<file path="src/rtl/id_stage.sv">
// RV32I decode stage: register-file addressing, control/immediate decode, load-use hazard
// detection and the ID/EX pipeline register with stall and flush.
module id_stage #(
    parameter int unsigned XLEN           = 32,
    parameter int unsigned NOP_ON_ILLEGAL = 1
) (
    input  logic            clk,
    input  logic            rst,
    input  logic            if_valid,
    input  logic [31:0]     if_instr,
    input  logic [XLEN-1:0] if_pc,
    input  logic            flush,
    input  logic            ex_mem_read,
    input  logic [4:0]      ex_rd,
    output logic [4:0]      rf_rs1,
    output logic [4:0]      rf_rs2,
    input  logic [31:0]     rf_rdata1,
    input  logic [31:0]     rf_rdata2,
    output logic            stall,
    output logic            idex_valid,
    output logic [XLEN-1:0] idex_pc,
    output logic [31:0]     idex_rs1_data,
    output logic [31:0]     idex_rs2_data,
    output logic [31:0]     idex_imm,
    output logic [4:0]      idex_rs1,
    output logic [4:0]      idex_rs2,
    output logic [4:0]      idex_rd,
    output logic [6:0]      idex_opcode,
    output logic [2:0]      idex_funct3,
    output logic            idex_funct7b5,
    output logic            idex_reg_write,
    output logic            idex_mem_read,
    output logic            idex_mem_write,
    output logic            idex_branch,
    output logic            idex_jump,
    output logic            idex_illegal
);

    localparam logic [6:0] OpR     = 7'b0110011;
    localparam logic [6:0] OpImm   = 7'b0010011;
    localparam logic [6:0] OpLoad  = 7'b0000011;
    localparam logic [6:0] OpStore = 7'b0100011;
    localparam logic [6:0] OpBr    = 7'b1100011;
    localparam logic [6:0] OpLui   = 7'b0110111;
    localparam logic [6:0] OpAuipc = 7'b0010111;
    localparam logic [6:0] OpJal   = 7'b1101111;
    localparam logic [6:0] OpJalr  = 7'b1100111;

    typedef struct packed {
        logic            valid;
        logic [XLEN-1:0] pc;
        logic [31:0]     rs1_data;
        logic [31:0]     rs2_data;
        logic [31:0]     imm;
        logic [4:0]      rs1;
        logic [4:0]      rs2;
        logic [4:0]      rd;
        logic [6:0]      opcode;
        logic [2:0]      funct3;
        logic            funct7b5;
        logic            reg_write;
        logic            mem_read;
        logic            mem_write;
        logic            branch;
        logic            jump;
        logic            illegal;
    } idex_t;

    idex_t idex_d, idex_q;

    logic [6:0]  opcode;
    logic [4:0]  rd;
    logic        uses_rs1, uses_rs2;
    logic [31:0] imm;
    logic        dec_reg_write, dec_mem_read, dec_mem_write, dec_branch, dec_jump;
    logic        dec_illegal, ctrl_en;
    logic        hazard, issue;

    assign opcode = if_instr[6:0];
    assign rd     = if_instr[11:7];
    assign rf_rs1 = if_instr[19:15];
    assign rf_rs2 = if_instr[24:20];

    always_comb begin
        uses_rs1      = !(opcode == OpLui || opcode == OpAuipc || opcode == OpJal);
        uses_rs2      = (opcode == OpR || opcode == OpStore || opcode == OpBr);
        imm           = '0;
        dec_reg_write = 1'b0;
        dec_mem_read  = 1'b0;
        dec_mem_write = 1'b0;
        dec_branch    = 1'b0;
        dec_jump      = 1'b0;
        dec_illegal   = 1'b0;
        case (opcode)
            OpR:   dec_reg_write = 1'b1;
            OpImm: begin
                imm           = {{20{if_instr[31]}}, if_instr[31:20]};
                dec_reg_write = 1'b1;
            end
            OpLoad: begin
                imm           = {{20{if_instr[31]}}, if_instr[31:20]};
                dec_reg_write = 1'b1;
                dec_mem_read  = 1'b1;
            end
            OpJalr: begin
                imm           = {{20{if_instr[31]}}, if_instr[31:20]};
                dec_reg_write = 1'b1;
                dec_jump      = 1'b1;
            end
            OpStore: begin
                imm           = {{20{if_instr[31]}}, if_instr[31:25], if_instr[11:7]};
                dec_mem_write = 1'b1;
            end
            OpBr: begin
                imm        = {{19{if_instr[31]}}, if_instr[31], if_instr[7], if_instr[30:25],
                              if_instr[11:8], 1'b0};
                dec_branch = 1'b1;
            end
            OpLui, OpAuipc: begin
                imm           = {if_instr[31:12], 12'b0};
                dec_reg_write = 1'b1;
            end
            OpJal: begin
                imm           = {{11{if_instr[31]}}, if_instr[31], if_instr[19:12], if_instr[20],
                                 if_instr[30:21], 1'b0};
                dec_reg_write = 1'b1;
                dec_jump      = 1'b1;
            end
            default: dec_illegal = 1'b1;
        endcase
        if (rd == 5'd0) begin
            dec_reg_write = 1'b0;
        end
    end

    assign ctrl_en = !(dec_illegal && (NOP_ON_ILLEGAL != 0));

    // Flush kills the instruction, so it can never also be held by a stall.
    assign hazard = if_valid && !flush && ex_mem_read && (ex_rd != 5'd0) &&
                    ((uses_rs1 && rf_rs1 == ex_rd) || (uses_rs2 && rf_rs2 == ex_rd));
    assign stall  = hazard && !rst;
    assign issue  = if_valid && !flush && !hazard;

    always_comb begin
        idex_d.valid     = issue;
        idex_d.pc        = if_pc;
        idex_d.rs1_data  = rf_rdata1;
        idex_d.rs2_data  = rf_rdata2;
        idex_d.imm       = imm;
        idex_d.rs1       = rf_rs1;
        idex_d.rs2       = rf_rs2;
        idex_d.rd        = rd;
        idex_d.opcode    = opcode;
        idex_d.funct3    = if_instr[14:12];
        idex_d.funct7b5  = if_instr[30];
        idex_d.reg_write = issue && ctrl_en && dec_reg_write;
        idex_d.mem_read  = issue && ctrl_en && dec_mem_read;
        idex_d.mem_write = issue && ctrl_en && dec_mem_write;
        idex_d.branch    = issue && ctrl_en && dec_branch;
        idex_d.jump      = issue && ctrl_en && dec_jump;
        idex_d.illegal   = issue && dec_illegal;
    end

    always_ff @(posedge clk) begin
        if (rst) begin
            idex_q <= '0;
        end else begin
            idex_q <= idex_d;
        end
    end

    assign idex_valid     = idex_q.valid;
    assign idex_pc        = idex_q.pc;
    assign idex_rs1_data  = idex_q.rs1_data;
    assign idex_rs2_data  = idex_q.rs2_data;
    assign idex_imm       = idex_q.imm;
    assign idex_rs1       = idex_q.rs1;
    assign idex_rs2       = idex_q.rs2;
    assign idex_rd        = idex_q.rd;
    assign idex_opcode    = idex_q.opcode;
    assign idex_funct3    = idex_q.funct3;
    assign idex_funct7b5  = idex_q.funct7b5;
    assign idex_reg_write = idex_q.reg_write;
    assign idex_mem_read  = idex_q.mem_read;
    assign idex_mem_write = idex_q.mem_write;
    assign idex_branch    = idex_q.branch;
    assign idex_jump      = idex_q.jump;
    assign idex_illegal   = idex_q.illegal;

endmodule

</file>
<file path="config.mk">
export PLATFORM = sky130hd
export DESIGN_NAME = id_stage
export DESIGN_NICKNAME = d
export VERILOG_FILES = /design/src/rtl/id_stage.sv
export SDC_FILE = /design/constraint.sdc
export NUM_CORES = 1
export LEC_CHECK = 0
export ABC_AREA = 1
export ABC_CLOCK_PERIOD_IN_PS = 900
export BUFFER_PORTS_ARGS = -buffer_cell sky130_fd_sc_hd__buf_2
export CAP_MARGIN = 10
export CELL_PAD_IN_SITES_DETAIL_PLACEMENT = 0
export CELL_PAD_IN_SITES_GLOBAL_PLACEMENT = 1
export CORE_ASPECT_RATIO = 1.75
export CORE_UTILIZATION = 27
export CTS_CLUSTER_DIAMETER = 40
export CTS_CLUSTER_SIZE = 20
export DETAILED_ROUTE_END_ITERATION = 6
export PLACE_DENSITY = 0.78
export RECOVER_POWER = 25
export SLEW_MARGIN = 20
export SYNTH_ARGS = -nofsm -noshare
export SYNTH_HDL_FRONTEND = slang
export SYNTH_SLANG_ARGS = --single-unit
</file>
<file path="constraint.sdc">
create_clock -name clk -period 0.9 [get_ports clk]
set_input_delay 0 -clock clk [delete_from_list [all_inputs] [get_ports clk]]
set_output_delay 0 -clock clk [all_outputs]
set_load 0.02 [all_outputs]
</file>
; Yosys cells after proc, flatten, opt, wreduce, memory -nomap -nowiden
; Cells that the tools add are included.
[totals]
ff_bits = 161
inputBits = 138
[op_classes]
n_reduce_logical = 31
eq_ne = 11
muxes = 8
[op_table]
columns = op, count
row1 = $pmux W32 S5, 1
row2 = $eq A7 B6 Y1 const B, 3
row3 = $eq A7 B7 Y1 const B, 3
row4 = $logic_and A1 B1 Y1, 15
row5 = $eq A7 B5 Y1 const B, 2
row6 = $eq A5 B5 Y1, 2
row7 = $reduce_or A9 Y1, 1
row8 = $eq A7 B2 Y1 const B, 1
row9 = $mux W1, 7
row10 = $reduce_or A7 Y1, 1
row11 = $logic_not A5 Y1, 1
row12 = $logic_or A1 B1 Y1, 5
row13 = $reduce_bool A5 Y1, 1
row14 = $logic_not A1 Y1, 4
row15 = $reduce_or A2 Y1, 2
row16 = $reduce_or A3 Y1, 1

; Logic depth before layout (Yosys ltp)
; Gate-level depths: netlist (run 1).
[depth]
depth_word = 11
depth_mapped = 11

; Least setup slack after synthesis (run 1)
; No wires, ideal clock.
[synth_timing]
path_type = input to register
start = input if_instr[1]
end = register idex_q (netlist bit idex_imm[28])
stages = 11
arrival_time_ns = 0.910
n_path_buf = 1
required_ns = 0.791
slack_ns = -0.119
path_cell_list = nand2_1 -> inv_2 -> nand2_4 -> nor2_4 -> inv_2 -> nand2_4 -> nor2_8 -> buf_8 -> o22ai_2 -> nand2_1 -> inv_1
[synth_between]
elab_chain_cells = 3
elab_cells_between_ends = 11
classes_between = 8 x eq/ne / 1 x mux / 2 x reduce/logical
[synth_rtl]
columns = element, line
row1 = "start, declared", 10  ; input logic [31:0] if_instr,
row2 = $eq A7 B7 Y1 (tied with other cells), 94  ; case (opcode)
row3 = $reduce_or A3 Y1 (no line) / $reduce_or A2 Y1 (equally long branches), n/a
row4 = $pmux W32 S5 *, 94
row5 = "end signal, assigned", 168  ; idex_q <= idex_d;
row6 = "end, declared", 69  ; idex_t idex_d, idex_q;
; Every way passes the cells marked *; elsewhere a longest branch is shown, timed or not.
; A chain may end at the register's enable or synchronous reset.

; Final worst setup path (run 1)
[layout_timing]
start = input if_instr[19]
end = output stall
[layout_between]
elab_chain_cells = 5
[layout_rtl]
columns = element, line
row1 = $eq A5 B5 Y1, 140  ; ((uses_rs1 && rf_rs1 == ex_rd) || (uses_rs2 && rf_rs2 == ex_rd));
row2 = $logic_and A1 B1 Y1, 140
row3 = $logic_or A1 B1 Y1, 140
row4 = $logic_and A1 B1 Y1, 139  ; assign hazard = if_valid && !flush && ex_mem_read && (ex_rd != 5'd0) &&
row5 = $logic_and A1 B1 Y1, 141  ; assign stall = hazard && !rst;
row6 = "end, declared", 19  ; output logic stall,
; No other way between the ends.

==> results.py, run 1 <==
metrics = {
    "outcome": {
        "outcome": "finished, violations left",
        "violations": "negative setup slack",
    },
    "placement": {
        "dp_hpwl_um": 12800,
        "placed_cells": 1166,
        "routabilityCongestion": 0.814,
        "portBuffers": 309,
    },
    "die": {
        "die-area_um2": 20100,
        "die_h_um": 187,
        "ios": 310,
        "rows": 67,
        "start_util_pct": 27.5,
        "core-area_um2": 19100,
        "die_w_um": 108,
    },
    "drt": {
        "dr.pass1.iters": 6,
        "drc_errors": 0,
        "via_count": 5465,
        "drtIter0Drc": 110,
        "wirelength_um": 19900,
        "viasPerCell": 4.08,
        "avgRoutedWirePerCell_um": 14.8,
        "postRouteAntennaNets": 0,
    },
    "timing": {
        "hold_slack_ns": 0.0466,
        "tns_ns": -0.0963,
        "slew_violations": 0,
        "relSlewSlack_pct": 77.8,
        "fin_ws_ns": -0.0831,
        "worst_pin_slew_ns": 0.332,
        "max_freq_mhz": 1020,
        "setup_viol": 2,
        "finalHoldViolations": 0,
        "period_minus_slack_ns": 0.983,
        "rsz0062_at_grt": "yes",
        "period_share_pct": 109,
    },
    "synth": {
        "synthTopCellsByCount": "dfxtp_1 (161), inv_1 (145), nor2_1 (135)",
        "ys.flop_type": "dfxtp_1",
        "yosys.area.top_type": "dfxtp_1",
        "syn_nets": 736,
        "synth-seq-area-share_pct": 61.3,
        "syn_area_um2": 5260,
        "synth_edf_count": 0,
        "synth_top_area_share_pct": 61.3,
        "synth.distinct_cells": 30,
        "synth.most_common_cell": "dfxtp_1",
        "syn_inst": 598,
        "yosys_warnings": 0,
        "ys_top_cells_by_area": "dfxtp_1 (61%), inv_1 (10%), nor2_1 (9.6%), nand2_1 (2.7%), o22ai_1 (1.5%)",
        "ys_ff_latch": 161,
        "async_reset_ff_share_pct": 0,
        "synth_area_per_cell_um2": 8.80,
    },
    "worst_setup_path": {
        "arrival_ns": 0.98,
        "cp-start-kind": "input pin",
        "cp-end-kind": "primary output",
        "crit_required_ns": 0.90,
        "cp_max_fo": 2,
        "path_class": "input pin to primary output",
    },
    "global_routing": {
        "globalRouteOverflowTotal": 0,
        "grt_max_degree": 64,
        "grt_first_pass_wirelength_um": 29000,
        "grt_usage_pct": 19.6,
        "grt_pass1_vias": 5699,
        "antenna_found_initial": 0,
    },
    "clock_network": {
        "clkTransAtPathRegs_ns": 0.06,
        "root_buffer": "clkbuf_16",
        "h-tree-depth": 4,
        "clockBufferDepth": 2,
        "cts.sinks": 161,
        "cts_tree": "built",
        "cts_made_buffers": 17,
    },
    "layout": {
        "fin_nets": 1225,
        "drive_above_1_share_pct": 53.5,
        "num_antenna_cells": 0,
        "fin_cells": 1341,
        "area_growth_syn_to_layout_pct": 105,
    },
    "min_path": {
        "hp-class": "input pin to flip-flop",
    },
    "power_and_ir_drop": {
        "peakVddDrop_uv": 1220,
        "p_leak_nw": 5.50,
        "power.density_nw_per_um2": 1690,
        "p_total_mw": 18.2,
    },
    "flow_run": {
        "max_cap_violations": 0,
    },
}
==> cells in the final DEF (no fill, tap or decap), types with 3 or more instances in the layout <==
master / count
nor3_2: 6
nand3_4: 3
clkinv_4: 3
buf_2: 128
nand3_2: 3
bufinv_16: 3
o22ai_2: 4
dlygate4sd3_1: 136
nor2_2: 7
dfxtp_2: 146
clkbuf_8: 5
o22ai_1: 11
inv_6: 3
inv_2: 6
inv_1: 144
buf_4: 57
nand2_4: 6
nand2_1: 36
buf_12: 3
nor2_4: 6
clkbuf_16: 17
buf_6: 164
clkbuf_1: 9
a21oi_1: 13
dfxtp_1: 15
nor2_1: 131
nand4_1: 4
==> per-layer routing <==
| metal | wire (um) | track usage (%) |
|---|---|---|
| met3 | 757 | 4.65 |
| met4 | 956 | 11.6 |
| met1 | 6950 | 17.7 |
| met5 | 0 | 0 |
| met2 | 11200 | 38.0 |
==> sequential cells by signal, indices dropped and copies added (netlist names), 3 cells and up <==
signal         flops
idex_funct3        3
idex_imm          32
idex_opcode        7
idex_pc           32
idex_rd            5
idex_rs1           5
idex_rs1_data     32
idex_rs2           5
idex_rs2_data     32
==> final timing paths <==
kind	from	cells past startpoint	endpoint
worst min-delay path	if_instr[10]	5	idex_imm[3]$_SDFF_PP0_
worst max-delay path	if_instr[19]	9	stall
==> metrics by stage <==
step | setup slack [ns] | utilization [%] | instance area [um^2]
after detailed placement | -0.402 | 38.6 | 7390
final | -0.0831 | 56.4 | 10800
after CTS | -0.110 | 53.8 | 10300
after global placement | -0.377 | 38.6 | 7390
after floorplan | -0.0623 | - | 5310
after global routing | -0.119 | 56.4 | 10800
==> layout make-up <==
| type | count | area [um^2] |
|---|---|---|
| clock buffer | 22 | 494 |
| multi-input combinational | 254 | 1420 |
| inverter | 153 | 598 |
| clock inverter | 10 | 146 |
| tap | 241 | 302 |
| fill | 1615 | 8340 |
| timing repair buffer | 500 | 4410 |
| sequential | 161 | 3410 |
==> power by group <==
part	leakage [nW]	switching, mW	internal (mW)
Combinational	3.81	1.33	1.52
Clock	0.313	2.93	4.76
Sequential	1.38	0.150	7.50
==> kinds of logic after synthesis <==
family	share of synthesized area (%)
AOI/OAI and AO/OA	4.80
DFF	61.3
xor gates and xnor gates	0.832
buffers and inverters	14.2
and+or+nand+nor	18.9
==> timing repair <==
item,in CTS,in global routing
hold endpoints to repair,148,0
hold buffers,137,0
pin swaps,10,4
setup endpoints to repair,160,149
buffers inserted,2,4
gates resized for setup,321,185
cloned,0,0
==> critical path, stage by stage <==
cell and delay (ns):
buf_2 0.12, xor2_1 0.18, a21oi_2 0.14, buf_4 0.14
nand3_4 0.07, nand2_2 0.07, nand2_4 0.06, nor2_4 0.08
buf_6 0.12
Power figures use the tool's default switching activity.
==> run 2, diff against run 1 <==
Settings changed: ABC_CLOCK_PERIOD_IN_PS 900 to not set, PLACE_DENSITY 0.78 to not set, PLACE_DENSITY_LB_ADDON set to 0.1.
==> run 2 against run 1 <==
The run still ends with negative setup slack left. First-iteration DRC count down 18%. Via count down 1.6%. Critical path depth up 3. Wire length down 8.5%. Total power down 1.4%. Utilization up 0.12 points. Worst setup slack better by 0.040 ns. Fmax up 4.3%. Global-route usage down 1.2 points. Largest cell class unchanged. Highest routed layer unchanged.
==> results.py, run 2 (synthesized netlist as in run 1, its figures left out) <==
metrics = {
    "placement": {
        "routabilityCongestion": 0.758,
        "placed_area_um2": 7350,
        "dp_hpwl_um": 12400,
        "portBuffers": 309,
    },
    "power_and_ir_drop": {
        "power.internal_mw": 13.6,
        "pwr-share-seq_pct": 42.7,
        "power.density_nw_per_um2": 1660,
        "p_leak_nw": 5.49,
        "p_sw_mw": 4.38,
        "clock_power_share_pct": 41.6,
        "peakVddDrop_uv": 1120,
        "power_switching_share_pct": 24.4,
        "power_frac_comb_pct": 15.7,
    },
    "flow_run": {
        "max_cap_violations": 0,
    },
    "die": {
        "core-area_um2": 19100,
        "die-area_um2": 20100,
        "rows": 67,
        "ios": 310,
        "start_util_pct": 27.5,
        "die_h_um": 187,
        "die_w_um": 108,
    },
    "global_routing": {
        "grt_max_degree": 53,
        "grt_usage_pct": 18.4,
        "grt_pass1_vias": 5698,
        "grt_first_pass_wirelength_um": 27700,
        "antenna_found_initial": 0,
        "globalRouteOverflowTotal": 0,
    },
    "drt": {
        "drc_errors": 0,
        "viasPerCell": 4.03,
        "drtIter0Drc": 90,
        "avgRoutedWirePerCell_um": 13.6,
        "postRouteAntennaNets": 0,
        "via_count": 5380,
        "dr.pass1.iters": 4,
        "wirelength_um": 18200,
    },
    "layout": {
        "drive_above_1_share_pct": 55.3,
        "num_antenna_cells": 0,
        "mostFrequentLayoutCell": "buf_6",
        "fin_nets": 1220,
        "final_area_um2": 10800,
        "utilization_pct": 56.5,
        "layout_common_cells": "buf_6 (171), dfxtp_2 (156), inv_1 (142), dlygate4sd3_1 (137), nor2_1 (129)",
        "area_growth_syn_to_layout_pct": 105,
    },
    "timing": {
        "relSlewSlack_pct": 82.5,
        "setup_viol": 1,
        "period_share_pct": 105,
        "worst_pin_slew_ns": 0.262,
        "slew_violations": 0,
        "finalHoldViolations": 0,
        "max_freq_mhz": 1060,
        "fin_ws_ns": -0.0428,
        "period_minus_slack_ns": 0.943,
        "rsz0062_at_grt": "yes",
    },
    "worst_setup_path": {
        "path_buf_inv": 4,
        "cp-start-kind": "input pin",
        "crit_required_ns": 0.90,
        "path_class": "input pin to primary output",
        "critPathLaunch": "if_instr[4]",
        "timing.critical_path.mode_cell": "nand2_4",
        "cp_max_fo": 4,
        "cp-end-kind": "primary output",
        "path_cells": "buf_6 -> inv_16 -> nand2_8 -> nor2_8 -> nand2_4 -> nand2_4 -> inv_2 -> nand3_2 -> nand2_2 -> nand2_4 -> nor2_4 -> buf_6",
        "crit_family": "simple AND/OR/NAND/NOR gates",
        "critPathCapture": "stall",
        "arrival_ns": 0.94,
        "cp_slowest_stage_delay_ns": 0.14,
        "crit_path_top_delay_cell": "nor2_8",
        "cp.depth": 12,
    },
    "min_path": {
        "worst_hold_path.num_cells": 3,
        "hp-class": "input pin to flip-flop",
    },
    "clock_network": {
        "cts_tree": "built",
        "root_buffer": "clkbuf_16",
        "h-tree-depth": 4,
        "clkTransAtPathRegs_ns": 0.06,
        "clockBufferDepth": 2,
        "cts_made_buffers": 17,
        "cts.sinks": 161,
    },
    "outcome": {
        "violations": "negative setup slack",
        "outcome": "finished, violations left",
    },
}
[run 2: cell type report]
type | instances | area [um^2]
sequential | 161 | 3420
timing repair buffer | 494 | 4420
tap | 241 | 302
multi-input combinational | 255 | 1430
fill | 1662 | 8320
inverter | 153 | 606
clock buffer | 20 | 457
clock inverter | 12 | 156
[run 2: metal layers]
layer	global-route usage [%]	share of wire (%)	wire length, um	vias to the layer above
met5	0	0	0	-
met4	9.75	2.7	486	0
met3	7.51	8.5	1550	26
met2	35.1	56	10200	222
met1	15.6	33	5940	2452
li1	-	-	-	2680
[run 2: worst min path at each step]
stage | slack (ns) | endpoint | startpoint
2_1_floorplan | 0.11 | idex_funct3[0]$_SDFF_PP0_ | if_instr[12]
3_3_place_gp | 0.20 | idex_rs1_data[30]$_SDFF_PP0_ | rf_rdata1[30]
3_5_place_dp | 0.21 | idex_pc[23]$_SDFF_PP0_ | if_pc[23]
4_1_cts | 0.05 | idex_funct3[0]$_SDFF_PP0_ | rst
5_1_grt | 0.06 | idex_opcode[4]$_SDFF_PP0_ | rst
6_report | 0.07 | idex_funct3[0]$_SDFF_PP0_ | rst
[run 2: timing repair]
item | 4_1_cts | 5_1_grt
hold buffers | 137 | 0
pin swaps | 12 | 22
cloned | 0 | 1
setup endpoints to repair | 162 | 167
resized for setup | 429 | 115
buffers inserted | 3 | 4
hold endpoints to repair | 151 | 0
[run 2: power groups by stage]
stage	logic (mW)	clock network [mW]	registers [mW]
6_report	2.82	7.46	7.65
3_5_place_dp	1.91	0	7.67
5_1_grt	3.03	8.04	7.67
4_1_cts	2.75	7.74	7.61
3_3_place_gp	1.89	0	7.66
2_1_floorplan	0.577	0	8.08
[run 2: metrics by stage]
stage / cells / setup slack [ns] / power, mW / setup TNS (ns) / hold slack, ns
4_1_cts: 1331 / -0.110 / 18.1 / -0.260 / 0.0519
3_5_place_dp: 1161 / -0.491 / 9.58 / -10.35 / 0.206
3_3_place_gp: 1161 / -0.464 / 9.55 / -9.26 / 0.199
2_1_floorplan: 598 / -0.0623 / 8.66 / -0.228 / 0.107
6_report: 1336 / -0.0428 / 17.9 / -0.0428 / 0.0663
5_1_grt: 1336 / -0.120 / 18.7 / -1.03 / 0.0646
==> run 3, diff against run 2 <==
Settings changed: CELL_PAD_IN_SITES_DETAIL_PLACEMENT 0 to not set, CELL_PAD_IN_SITES_GLOBAL_PLACEMENT 1 to not set, CORE_AREA set to 2 2 120 122, CORE_ASPECT_RATIO 1.75 to not set, CORE_UTILIZATION 27 to not set, DIE_AREA set to 0 0 122 124, MAX_ROUTING_LAYER set to met4, PLACE_DENSITY set to 0.74, PLACE_DENSITY_LB_ADDON 0.1 to not set.
==> run 3 against run 2 <==
Sequential share of layout area increased by 0.29 points. Critical path depth decreased by 2. Critical path type unchanged. The run still ends with negative setup slack left. Clock-buffer cell count decreased by 1. Worst setup slack got worse by 0.029 ns. Cell count decreased by 4.0%. Cell area decreased by 3.1%. Total power decreased by 0.17%.
==> results.py, run 3 (synthesized netlist as in run 1, its figures left out) <==
metrics = {
    "power_and_ir_drop": {
        "clock_power_share_pct": 41.2,
        "power_switching_share_pct": 26.4,
        "power_frac_comb_pct": 16.2,
        "p_leak_nw": 5.46,
        "p_sw_mw": 4.72,
        "power.density_nw_per_um2": 1710,
        "pwr-share-seq_pct": 42.6,
        "power.internal_mw": 13.2,
        "peakVddDrop_uv": 1300,
    },
    "clock_network": {
        "clkTransAtPathRegs_ns": 0.06,
        "cts_made_buffers": 17,
        "cts.sinks": 161,
        "h-tree-depth": 4,
        "clockBufferDepth": 2,
        "cts_tree": "built",
        "root_buffer": "clkbuf_16",
    },
    "placement": {
        "routabilityCongestion": 0.893,
        "portBuffers": 309,
        "dp_slack_ns": -0.358,
        "placed_cells": 1105,
        "dp_hpwl_um": 12000,
    },
    "outcome": {
        "violations": "negative setup slack",
        "outcome": "finished, violations left",
    },
    "layout": {
        "mostFrequentLayoutCell": "inv_1",
        "utilization_pct": 76.3,
        "drive_above_1_share_pct": 50.0,
        "fin_cells": 1283,
        "fin_nets": 1228,
        "num_antenna_cells": 0,
        "area_growth_syn_to_layout_pct": 98.9,
        "fill_cells": 768,
        "layout_common_cells": "inv_1 (141), dlygate4sd3_1 (134), buf_2 (134), nor2_1 (130), buf_4 (114)",
    },
    "timing": {
        "setup_viol": 9,
        "tns_ns": -0.130,
        "relSlewSlack_pct": 76.2,
        "period_share_pct": 108,
        "max_freq_mhz": 1030,
        "rsz0062_at_grt": "yes",
        "finalHoldViolations": 0,
        "period_minus_slack_ns": 0.971,
        "worst_pin_slew_ns": 0.357,
        "slew_violations": 0,
        "fin_ws_ns": -0.0714,
    },
    "die": {
        "die-area_um2": 15100,
        "die_h_um": 124,
        "ios": 310,
        "die_w_um": 122,
        "start_util_pct": 38.3,
        "core-area_um2": 13700,
        "rows": 43,
    },
    "worst_setup_path": {
        "path_cells": "buf_2 -> inv_1 -> nand2_1 -> nand2_1 -> nor2_2 -> nand4_1 -> nand2_2 -> nand2_4 -> nor2_4 -> buf_6",
        "arrival_ns": 0.97,
        "cp_slowest_stage_delay_ns": 0.13,
        "path_class": "input pin to primary output",
        "timing.critical_path.mode_cell": "nand2_1",
        "crit_required_ns": 0.90,
        "crit_path_top_delay_cell": "buf_2",
        "crit_family": "simple AND/OR/NAND/NOR gates",
        "cp_max_fo": 4,
        "cp-end-kind": "primary output",
        "path_buf_inv": 3,
        "cp-start-kind": "input pin",
        "critPathLaunch": "if_instr[23]",
    },
    "global_routing": {
        "grt_max_degree": 37,
        "globalRouteOverflowTotal": 0,
        "grt_usage_pct": 25.8,
        "grt_pass1_vias": 5838,
        "grt_first_pass_wirelength_um": 28500,
        "antenna_found_initial": 0,
    },
    "min_path": {
        "hold-path-endpoint": "idex_imm[7]$_SDFF_PP0_",
        "hold_start": "rst",
        "worst_hold_path.num_cells": 3,
        "hp-class": "input pin to flip-flop",
    },
    "drt": {
        "postRouteAntennaNets": 0,
        "viasPerCell": 4.59,
        "via_count": 5892,
        "avgRoutedWirePerCell_um": 17.8,
        "drc_errors": 0,
        "dr.pass1.iters": 5,
        "wirelength_um": 22900,
        "drtIter0Drc": 350,
    },
    "flow_run": {
        "max_cap_violations": 0,
    },
}
[run 3: stage by stage]
stage	hold WS [ns]	total power [mW]	instance area (um^2)
after CTS	0.00144	17.4	9650
final	0.00943	17.9	10500
after detailed placement	0.206	9.59	7350
after global routing	0.0134	18.4	10500
after global placement	0.198	9.55	7350
after floorplan	0.107	8.66	5310
[run 3: timing repair]
| item | CTS | global route |
|---|---|---|
| pin swaps | 6 | 8 |
| hold buffers | 134 | 0 |
| setup buffers | 4 | 9 |
| setup endpoints to repair | 76 | 152 |
| resized for setup | 131 | 274 |
| hold endpoints to repair | 147 | 0 |
[run 3: cell type report]
type | instances | area [um^2] | share of cell area [%]
Clock buffer | 19 | 443 | 4.23
Clock inverter | 13 | 153 | 1.46
Inverter | 153 | 606 | 5.79
Multi-Input combinational cell | 254 | 1400 | 13.3
Sequential cell | 161 | 3340 | 32.0
Tap cell | 180 | 225 | 2.15
Timing Repair Buffer | 503 | 4300 | 41.1
[run 3: power by group through the flow]
stage          logic [mW]  registers [mW]  clock network (mW)
2_1_floorplan       0.577            8.08                   0
3_3_place_gp         1.90            7.66                   0
3_5_place_dp         1.92            7.67                   0
4_1_cts              2.49            7.53                7.34
5_1_grt              3.06            7.63                7.75
6_report             2.90            7.62                7.38
[run 3: metal layers]
| layer | global-route usage (%) | routed length [um] | vias up |
|---|---|---|---|
| met5 | - | 0 | - |
| met4 | 14.2 | 1210 | 0 |
| met3 | 6.73 | 1760 | 109 |
| met2 | 48.1 | 12300 | 335 |
| met1 | 24.1 | 7650 | 2741 |
| li1 | - | - | 2707 |
[run 3: how the worst max path moves through the flow]
stage / to / depth (start not counted)
after global placement: idex_imm[26]$_SDFF_PP0_ / 10
after detailed placement: idex_imm[25]$_SDFF_PP0_ / 10
after global routing: stall / 10
final: stall / 10
after CTS: stall / 8
after floorplan: idex_imm[28]$_SDFF_PP0_ / 11
